File: config.mk
export PLATFORM = sky130hd
export DESIGN_NAME = gpio_event_tx_flat
export DESIGN_NICKNAME = d
export VERILOG_FILES = /design/src/rtl/bytebasher_pkg.sv /design/src/rtl/gpio_event_tx_if.sv /design/src/rtl/gpio_event_tx_sync_fifo.sv /design/src/rtl/gpio_event_tx.sv /design/src/flat_wrapper.sv
export SDC_FILE = /design/constraint.sdc
export NUM_CORES = 1
export LEC_CHECK = 0
export BUFFER_PORTS_ARGS = -buffer_cell sky130_fd_sc_hd__buf_2
export CAP_MARGIN = 20
export CORE_UTILIZATION = 40
export DETAILED_ROUTE_END_ITERATION = 8
export PLACE_DENSITY_LB_ADDON = 0.25
export SYNTH_ARGS = -nofsm -noshare
export SYNTH_HDL_FRONTEND = slang
export SYNTH_SLANG_ARGS = --single-unit
File: constraint.sdc
create_clock -name CLOCK_50 -period 3.7 [get_ports CLOCK_50]
set_input_delay 0.74 -clock CLOCK_50 [delete_from_list [all_inputs] [get_ports CLOCK_50]]
set_output_delay 0.74 -clock CLOCK_50 [all_outputs]
set_load 0.02 [all_outputs]
File: src/rtl/bytebasher_pkg.sv
// Shared definitions for the FPGA<->Arduino GPIO link: event codes, frame sync
// pattern and the serial transmitter state encoding.
package bytebasher_pkg;

   localparam logic [1:0] EVT_TARGET = 2'b00;
   localparam logic [1:0] EVT_HIT    = 2'b01;
   localparam logic [1:0] EVT_MISS   = 2'b10;
   localparam logic [1:0] EVT_LOBBY  = 2'b11;

   localparam logic [2:0] FRAME_SYNC = 3'b101;

   localparam logic [1:0] TX_IDLE  = 2'd0;
   localparam logic [1:0] TX_START = 2'd1;
   localparam logic [1:0] TX_DATA  = 2'd2;
   localparam logic [1:0] TX_STOP  = 2'd3;

   typedef struct packed {
      logic [1:0] evtType;
      logic [2:0] evtBox;
   } evt_t;

   // The sync pattern in the top bits lets the Arduino reject line noise.
   function automatic logic [7:0] frameByte(input evt_t e);
      return {FRAME_SYNC, e.evtType, e.evtBox};
   endfunction

endpackage

File: src/rtl/gpio_event_tx_if.sv
// Event handshake from the game FSM plus the serial/status outputs of gpio_event_tx.
interface gpio_event_tx_if;

   logic       evt_valid;
   logic       evt_ready;
   logic [1:0] evt_type;
   logic [2:0] evt_box;
   logic       tx_line;
   logic       busy;
   logic [7:0] frames_sent;

   modport master (
      output evt_valid, evt_type, evt_box,
      input  evt_ready, tx_line, busy, frames_sent
   );

   modport slave (
      input  evt_valid, evt_type, evt_box,
      output evt_ready, tx_line, busy, frames_sent
   );

endinterface

File: src/rtl/gpio_event_tx_sync_fifo.sv
// Small synchronous FIFO holding queued game events until the serialiser takes them.
module sync_fifo #(
   parameter int WIDTH = 5,
   parameter int DEPTH = 4
) (
   input  logic                     CLOCK_50,
   input  logic                     resetn,
   input  logic                     push_i,
   input  logic                     pop_i,
   input  logic [WIDTH-1:0]         data_i,
   output logic [WIDTH-1:0]         data_o,
   output logic                     full_o,
   output logic                     empty_o,
   output logic [$clog2(DEPTH):0]   count_o
);

   localparam int AW = $clog2(DEPTH);

   logic [WIDTH-1:0] mem_q [DEPTH];
   logic [AW-1:0]    wrPtr_q;
   logic [AW-1:0]    rdPtr_q;
   logic [AW:0]      count_q;
   logic             doPush;
   logic             doPop;

   assign doPush  = push_i && !full_o;
   assign doPop   = pop_i && !empty_o;
   assign full_o  = (count_q == (AW+1)'(DEPTH));
   assign empty_o = (count_q == '0);
   assign count_o = count_q;
   assign data_o  = mem_q[rdPtr_q];

   always_ff @(posedge CLOCK_50) begin
      if (doPush) begin
         mem_q[wrPtr_q] <= data_i;
      end
   end

   // Pointers wrap naturally because DEPTH is a power of two.
   always_ff @(posedge CLOCK_50) begin
      if (!resetn) begin
         wrPtr_q <= '0;
         rdPtr_q <= '0;
         count_q <= '0;
      end else begin
         if (doPush) wrPtr_q <= wrPtr_q + 1'b1;
         if (doPop)  rdPtr_q <= rdPtr_q + 1'b1;
         case ({doPush, doPop})
            2'b10:   count_q <= count_q + 1'b1;
            2'b01:   count_q <= count_q - 1'b1;
            default: count_q <= count_q;
         endcase
      end
   end

endmodule

File: src/rtl/gpio_event_tx.sv
// Sends queued game events to the Arduino as 8N1 UART frames on a single GPIO pin.
module gpio_event_tx
   import bytebasher_pkg::*;
#(
   parameter int CLK_HZ     = 50_000_000,
   parameter int BAUD       = 9600,
   parameter int FIFO_DEPTH = 4
) (
   input  logic         CLOCK_50,
   input  logic         resetn,
   gpio_event_tx_if.slave evt
);

   localparam int BIT_TICKS = CLK_HZ / BAUD;
   localparam int TW        = (BIT_TICKS > 1) ? $clog2(BIT_TICKS) : 1;
   localparam int CW        = $clog2(FIFO_DEPTH) + 1;
   localparam logic [TW-1:0] TICK_LAST = TW'(BIT_TICKS - 1);

   logic [1:0]    state_q, state_d;
   logic [TW-1:0] tickCnt_q, tickCnt_d;
   logic [2:0]    bitIdx_q, bitIdx_d;
   logic [7:0]    shift_q, shift_d;
   logic [7:0]    framesSent_q, framesSent_d;
   logic          txLine_q, txLine_d;

   evt_t          fifoIn, fifoOut;
   logic          fifoFull, fifoEmpty, push, pop, lastTick;
   logic [CW-1:0] fifoCount;

   assign fifoIn          = '{evtType: evt.evt_type, evtBox: evt.evt_box};
   assign evt.evt_ready   = resetn && (fifoCount < CW'(FIFO_DEPTH));
   assign push            = evt.evt_valid && evt.evt_ready;
   assign lastTick        = (tickCnt_q == TICK_LAST);
   assign evt.tx_line     = txLine_q;
   assign evt.busy        = (state_q != TX_IDLE) || !fifoEmpty;
   assign evt.frames_sent = framesSent_q;

   sync_fifo #(.WIDTH($bits(evt_t)), .DEPTH(FIFO_DEPTH)) u_fifo (
      .CLOCK_50 (CLOCK_50),
      .resetn   (resetn),
      .push_i   (push),
      .pop_i    (pop),
      .data_i   (fifoIn),
      .data_o   (fifoOut),
      .full_o   (fifoFull),
      .empty_o  (fifoEmpty),
      .count_o  (fifoCount)
   );

   // STOP reloads straight into START when more events wait, so frames go out back-to-back.
   always_comb begin
      state_d      = state_q;
      tickCnt_d    = tickCnt_q + 1'b1;
      bitIdx_d     = bitIdx_q;
      shift_d      = shift_q;
      framesSent_d = framesSent_q;
      pop          = 1'b0;
      case (state_q)
         TX_IDLE: begin
            tickCnt_d = '0;
            if (!fifoEmpty) begin
               pop     = 1'b1;
               shift_d = frameByte(fifoOut);
               state_d = TX_START;
            end
         end
         TX_START: begin
            if (lastTick) begin
               tickCnt_d = '0;
               bitIdx_d  = '0;
               state_d   = TX_DATA;
            end
         end
         TX_DATA: begin
            if (lastTick) begin
               tickCnt_d = '0;
               shift_d   = shift_q >> 1;
               bitIdx_d  = bitIdx_q + 1'b1;
               if (bitIdx_q == 3'd7) state_d = TX_STOP;
            end
         end
         default: begin
            if (lastTick) begin
               tickCnt_d    = '0;
               framesSent_d = framesSent_q + 1'b1;
               if (!fifoEmpty) begin
                  pop     = 1'b1;
                  shift_d = frameByte(fifoOut);
                  state_d = TX_START;
               end else begin
                  state_d = TX_IDLE;
               end
            end
         end
      endcase
   end

   always_comb begin
      case (state_q)
         TX_START: txLine_d = 1'b0;
         TX_DATA:  txLine_d = shift_q[0];
         default:  txLine_d = 1'b1;
      endcase
   end

   // The line is registered, so it trails the state by one cycle; every bit still lasts BIT_TICKS.
   always_ff @(posedge CLOCK_50) begin
      if (!resetn) begin
         state_q      <= TX_IDLE;
         tickCnt_q    <= '0;
         bitIdx_q     <= '0;
         shift_q      <= '0;
         framesSent_q <= '0;
         txLine_q     <= 1'b1;
      end else begin
         state_q      <= state_d;
         tickCnt_q    <= tickCnt_d;
         bitIdx_q     <= bitIdx_d;
         shift_q      <= shift_d;
         framesSent_q <= framesSent_d;
         txLine_q     <= txLine_d;
      end
   end

   logic unusedFull;
   assign unusedFull = fifoFull;

endmodule

File: src/flat_wrapper.sv
// flat-port wrapper written by rule: the top's interface ports become plain ports
module gpio_event_tx_flat import bytebasher_pkg::*;
#(
   parameter int CLK_HZ     = 50_000_000,
   parameter int BAUD       = 9600,
   parameter int FIFO_DEPTH = 4
)
  (CLOCK_50, resetn, evt_evt_valid, evt_evt_type, evt_evt_box, evt_evt_ready, evt_tx_line, evt_busy, evt_frames_sent);
  gpio_event_tx_if evt_i ();
  input  logic CLOCK_50;
  input  logic resetn;
  input wire logic [$bits(evt_i.evt_valid)-1:0] evt_evt_valid;
  input wire logic [$bits(evt_i.evt_type)-1:0] evt_evt_type;
  input wire logic [$bits(evt_i.evt_box)-1:0] evt_evt_box;
  output wire logic [$bits(evt_i.evt_ready)-1:0] evt_evt_ready;
  output wire logic [$bits(evt_i.tx_line)-1:0] evt_tx_line;
  output wire logic [$bits(evt_i.busy)-1:0] evt_busy;
  output wire logic [$bits(evt_i.frames_sent)-1:0] evt_frames_sent;
  assign evt_i.evt_valid = evt_evt_valid;
  assign evt_i.evt_type = evt_evt_type;
  assign evt_i.evt_box = evt_evt_box;
  assign evt_evt_ready = evt_i.evt_ready;
  assign evt_tx_line = evt_i.tx_line;
  assign evt_busy = evt_i.busy;
  assign evt_frames_sent = evt_i.frames_sent;
  gpio_event_tx #(.CLK_HZ(CLK_HZ), .BAUD(BAUD), .FIFO_DEPTH(FIFO_DEPTH)) u_core (.CLOCK_50(CLOCK_50), .resetn(resetn), .evt(evt_i));
endmodule
Yosys cells after proc, flatten, opt, wreduce, memory -nomap -nowiden
Memories as Yosys holds them, arrays and structs flattened. A register that Yosys moved wholly into a read port is not among the register bits.
Index checks and enable logic that the tools add are counted.
Widths: inputs -> output; s select.

cells by class
  equal/unequal tests = 11
  add/sub/neg operators = 7
  reductions and logical operators = 20
  mux-type cells = 23
  magnitude comparators = 1
  bitwise operators = 3

operator list
  kind                   number
  $mux 8                 3
  $pmux 8 s3             1
  $mux 2                 7
  $add 13x1->13 const B  1
  $eq 13x13->1 const B   1
  $pmux 3 s2             2
  $add 8x1->8 const B    1
  $reduce_bool 2->1      4
  $add 3x1->3 const B    2
  $eq 3x3->1 const B     2
  $mux 3                 2
  $ne 2x1->1 const B     3
  $pmux 2 s3             1
  $reduce_and 3->1       2
  $reduce_or 3->1        2
  $mux 1                 5
  $reduce_and 5->1       1
  $add 2x1->2 const B    2
  $eq 2x1->1 const B     2
  $eq 2x2->1 const B     2
  $logic_and 1x1->1      4
  $pmux 1 s2             2
  $logic_not 3->1        1
  $lt 3x3->1 const B     1
  8 further kinds        11

storage, ports and cells
  flip-flop bits (word level) = 42
  bits in writable memories = 20
  memories kept = 1
  logic and storage cells = 75
  output and inout port bits = 11
  input bits = 8

memories
  name                 words  width  read ports  clocked after memory_dff  wr ports  RTL line                       source
  u_core.u_fifo.mem_q  4      5      1           1                         1         gpio_event_tx_sync_fifo.sv:19  logic [WIDTH-1:0] mem_q [DEPTH];

Logic depth before layout (Yosys ltp)
  word-level depth = 7
  gate-level depth with buffers = 10
  depth with buffers taken out = 10

Hierarchy
A second synthesis with hierarchy kept.

unflattened totals
  cell total of the unflattened synthesis = 273
  area total of the unflattened synthesis = 2929.1 um^2

modules (own cells, without submodules)
  module         cells each  area each (um^2)  instances  seq. area each (um^2)
  gpio_event_tx  193         1716.6            1          700.7
  sync_fifo      80          1212.4            1          780.7

Worst setup path before layout
No wires, ideal clock.

  kind = input to register
  from = input resetn
  to = register u_core.u_fifo.count_q[2], in the netlist u_core.u_fifo.count_o[2]
  arrival = 2.709 ns
  cell stages on the path = 8
  setup slack = 0.921 ns
  data required time = 3.629 ns
  path buffers = 0
  cell sequence = nor2b_1 -> and2_1 -> inv_1 -> ha_1 -> fa_1 -> xnor2_1 -> or3_1 -> a21oi_1

between the ends
  cells in the longest elaborated chain, start to end = 5

RTL lines
  element                                                 RTL line                       source
  start: declaration                                      flat_wrapper.sv:11             input logic resetn;
  $logic_and 1x1->1                                       gpio_event_tx.sv:31            assign evt.evt_ready = resetn && (fifoCount < CW'(FIFO_DEPTH));
  $logic_and 1x1->1                                       gpio_event_tx.sv:32            assign push = evt.evt_valid && evt.evt_ready;
  $logic_and 1x1->1                                       gpio_event_tx_sync_fifo.sv:26  assign doPush = push_i && !full_o;
  $eq 2x1->1 / $eq 2x2->1 (equally long branches)         gpio_event_tx_sync_fifo.sv:48  case ({doPush, doPop})
  $pmux 3 s2 / $reduce_bool 2->1 (equally long branches)  n/a
  end signal: assignment                                  gpio_event_tx_sync_fifo.sv:49  2'b10: count_q <= count_q + 1'b1;
  end signal: assignment                                  gpio_event_tx_sync_fifo.sv:50  2'b01: count_q <= count_q - 1'b1;
  end signal: assignment                                  gpio_event_tx_sync_fifo.sv:51  default: count_q <= count_q;
  end: declaration                                        gpio_event_tx_sync_fifo.sv:22  logic [AW:0] count_q;

Several ways; a longest one is shown, not always the timed one.
A chain may end at the register's enable or synchronous reset.

Final worst setup path
  from = register u_core.state_q[0]
  to = register u_core.u_fifo.count_q[2], in the netlist u_core.u_fifo.count_o[2]

between the ends
  cells in the longest elaborated chain, start to end = 6

RTL lines
  element                                                 RTL line                       source
  start: declaration                                      gpio_event_tx.sv:19            logic [1:0] state_q, state_d;
  start signal: assignment                                gpio_event_tx.sv:116           state_q <= state_d;
  $eq 2x1->1 / $eq 2x2->1 (equally long branches)         gpio_event_tx.sv:58            case (state_q)
  $reduce_or 2->1 (no line)                               n/a
  $pmux 1 s2 *                                            gpio_event_tx.sv:58
  $logic_and 1x1->1 *                                     gpio_event_tx_sync_fifo.sv:27  assign doPop = pop_i && !empty_o;
  net u_core.u_fifo.doPop                                 gpio_event_tx_sync_fifo.sv:24  logic doPop;
  $eq 2x1->1 / $eq 2x2->1 (equally long branches)         gpio_event_tx_sync_fifo.sv:48
  $pmux 3 s2 / $reduce_bool 2->1 (equally long branches)  n/a

Mark *: on every way through the listed nets, which the timed path passes. The rest lies on a longest branch.

==> impl_metrics.py <==
metrics = {
    "final_layout": {
        "nets": 307,
        "diodes": 0,
        "final_cell_mix": "44 x dfxtp_1, 20 x a21oi_1, 20 x edfxtp_1",
        "syn2layout_area_growth_pct": 12.6,
        "multi_input_area_um2": 1310,
        "stdcell_count": 385,
        "final_common_cell": "dfxtp_1",
        "regArea_um2": 1480,
        "final_area_um2": 3270,
        "fill_cells": 658,
        "drive_gt1_frac": 0.163,
    },
    "drt": {
        "postRouteAntennaNets": 0,
        "routed_via_density": 5.22,
        "firstDrtPassIters": 4,
        "dr.first_iter.drc_count": 78,
        "wl_per_cell_um": 13.5,
        "remaining_drc_errors": 0,
        "vias": 2010,
        "totalWireLength_um": 5190,
    },
    "synthesis": {
        "yosysWarningCount": 0,
        "ys_seq_elements": 64,
        "synth_compound_area_frac": 0.103,
        "synthMuxAreaShare": 0.0720,
        "syn_inst": 266,
        "syn_avg_cell_area_um2": 10.9,
        "synth_top_family_by_area": "simple AND/OR/NAND/NOR gates",
        "yosys.area_share.simple": 0.164,
        "mappedNetlistNets": 289,
        "ys_types": 41,
        "synth_area_um2": 2900,
        "synth_xor_area_frac": 0.0453,
        "seq_area_frac_synth": 0.511,
        "synth_fa_ha_area_frac": 0.0673,
    },
    "placement": {
        "numPortBuffers": 18,
        "dpl_cell_area_um2": 3050,
        "dpl.cell_count": 369,
        "gp_congestion": 0.781,
        "hpwlAfterDp_um": 3620,
    },
    "timing": {
        "tns_ns": 0,
        "skew_ns": 0.0144,
        "fmax_mhz": 368,
        "setup_viol": 0,
        "min_period_ns": 2.72,
        "rsz0062_at_grt": "false",
        "finalMaxSlewViolations": 0,
        "post-route-period-util": 0.735,
        "slew_headroom": 0.459,
        "timing_hold_violations_final": 0,
        "worst_pin_slew_ns": 0.810,
    },
    "power": {
        "ir_worst_vdd_mv": 0.355,
        "leakage_uw": 0.00122,
        "powerDensity_nw_per_um2": 667,
    },
    "worst_setup_path": {
        "cp.arrival_ns": 2.99,
        "critPathRequiredTime_ns": 3.97,
        "worst_setup_path_start_kind": "register",
        "end_kind": "register",
        "crit_type": "reg2reg",
        "cp_max_fo": 8,
    },
    "die": {
        "num_io_pins": 19,
        "fp.dieW_um": 87.2,
        "core-area_um2": 6910,
        "start_util": 0.420,
        "die_y_um": 87.2,
        "die_area_um2": 7600,
        "rows": 30,
    },
    "clock_network": {
        "cts_num_sinks": 64,
        "ctsLongestPathBuffers": 2,
        "cts.repair.resized": 0,
        "htreeDepth": 3,
        "clk_pin_slew_ns": 0.07,
        "cts_tree": "yes",
        "cts_hold_buf": 0,
        "cts_root_buf": "clkbuf_8",
        "clock_latency_ns": 0.35,
        "numCtsBuffers": 9,
        "post_cts_buffers": 0,
    },
    "global_route": {
        "grt_pass1_wl_um": 8870,
        "grt_max_degree": 26,
        "antenna_found_initial": 0,
        "gr-total-overflow": 0,
        "track_usage": 0.156,
        "grt_pass1_vias": 1919,
    },
    "outcome": {
        "status": "finished, final reports clean",
    },
    "run": {
        "maxCapViolations": 0,
    },
    "hold_path": {
        "hp-class": "reg2reg",
    },
}
## final timing paths
path,to,cells after the start,slack (ns),start
setup / recovery,u_core.u_fifo.count_o[2]$_SDFFE_PN0P_,10,0.98,u_core.state_q[0]$_SDFFE_PN0P_
hold / removal,u_core.tickCnt_q[0]$_SDFF_PP0_,1,0.44,u_core.tickCnt_q[0]$_SDFF_PP0_
setup reg to reg,u_core.u_fifo.count_o[2]$_SDFFE_PN0P_,10,0.98,u_core.state_q[0]$_SDFFE_PN0P_
hold reg to reg,u_core.tickCnt_q[0]$_SDFF_PP0_,1,0.44,u_core.tickCnt_q[0]$_SDFF_PP0_
## worst max-delay path, cell delays in order, from the launching register on
cell and delay [ns]:
dfxtp_1 0.41, inv_1 0.09, ha_1 0.29, nor2b_1 0.16
a41oi_1 0.34, nor2_1 0.10, ha_1 0.24, fa_1 0.44
xnor2_1 0.14, or3_1 0.30, a21oi_1 0.14
## cell type report
type | instances | share of cell area
Multi-Input combinational cell | 180 | 0.402
Sequential cell | 64 | 0.453
Clock inverter | 7 | 0.0291
Clock buffer | 9 | 0.0379
Timing Repair Buffer | 19 | 0.0299
Tap cell | 96 | 0.0368
Inverter | 10 | 0.0115
## kinds of logic after synthesis
family / Yosys count
buffers and inverters: 22
AOI/OAI and AO/OA: 50
DFF: 64
and+or+nand+nor: 86
muxes: 14
adders and majority gates: 15
xor gates and xnor gates: 15
## state kept, by name (all words and copies together) (netlist names), named ones only
name,flops
u_core.shift_q,8
u_core.u_fifo.count_o,3
u_core.evt.tx_line,1
u_core.u_fifo.rdPtr_q,2
u_core.tickCnt_q,13
u_core.evt.frames_sent,8
u_core.u_fifo.mem_q,20
u_core.bitIdx_q,3
u_core.u_fifo.wrPtr_q,2
u_core.state_q,2
## Yosys cell counts
cell / instances / area share
mux2i_1: 4 / 0.014
a21oi_1: 20 / 0.034
nor2b_1: 2 / 0.0043
nand2_1: 13 / 0.017
and4bb_2: 1 / 0.0043
dfxtp_1: 44 / 0.30
or3_4: 1 / 0.0039
a32o_1: 1 / 0.0034
nand2b_1: 4 / 0.0086
o211ai_1: 1 / 0.0026
or3_1: 7 / 0.015
edfxtp_1: 20 / 0.21
o41ai_1: 3 / 0.0091
ha_1: 14 / 0.060
a32oi_1: 1 / 0.0030
xnor2_1: 4 / 0.012
o311ai_1: 1 / 0.0030
and3_1: 9 / 0.019
clkbuf_1: 7 / 0.0091
nand4_1: 7 / 0.015
nor4_1: 1 / 0.0022
o21ai_0: 16 / 0.028
and2_1: 3 / 0.0065
mux4_2: 5 / 0.039
and4_1: 2 / 0.0060
buf_2: 2 / 0.0034
a41oi_1: 1 / 0.0030
nor2_1: 19 / 0.025
nand3_1: 13 / 0.022
mux2_2: 5 / 0.019
nor3_1: 2 / 0.0034
nor4b_4: 1 / 0.0082
xor2_1: 11 / 0.033
o31ai_1: 1 / 0.0026
o311ai_0: 3 / 0.0091
fa_1: 1 / 0.0069
and4b_1: 1 / 0.0034
buf_6: 3 / 0.012
inv_1: 10 / 0.013
a21o_1: 1 / 0.0026
o221ai_1: 1 / 0.0030
## layer usage
layer,vias to the layer above,global-route usage,wire length [µm]
met1,971,0.186,2420
met5,-,0,0
li1,1004,-,-
met3,10,0.0540,176
met4,0,0.0805,95
met2,25,0.250,2500
## report_power, final
| part | switching, µW | internal [µW] | leakage (µW) | total (µW) |
|---|---|---|---|---|
| clock network | 280 | 380 | 0.000111 | 660 |
| registers | 68.5 | 817 | 0.000539 | 886 |
| logic | 355 | 278 | 0.000570 | 634 |
| total | 703 | 1480 | 0.00122 | 2180 |
## stage by stage
| stage | util | total power (µW) | hold WS, ns | setup slack, ns |
|---|---|---|---|---|
| after floorplan | - | 1380 | 0.411 | 0.921 |
| after global placement | 0.441 | 1530 | 0.424 | 0.823 |
| after detailed placement | 0.441 | 1540 | 0.433 | 0.740 |
| after CTS | 0.473 | 2200 | 0.443 | 0.987 |
| after global routing | 0.473 | 2320 | 0.463 | 0.721 |
| final | 0.473 | 2180 | 0.438 | 0.980 |
No activity file was read; power rests on OpenSTA's default activity.
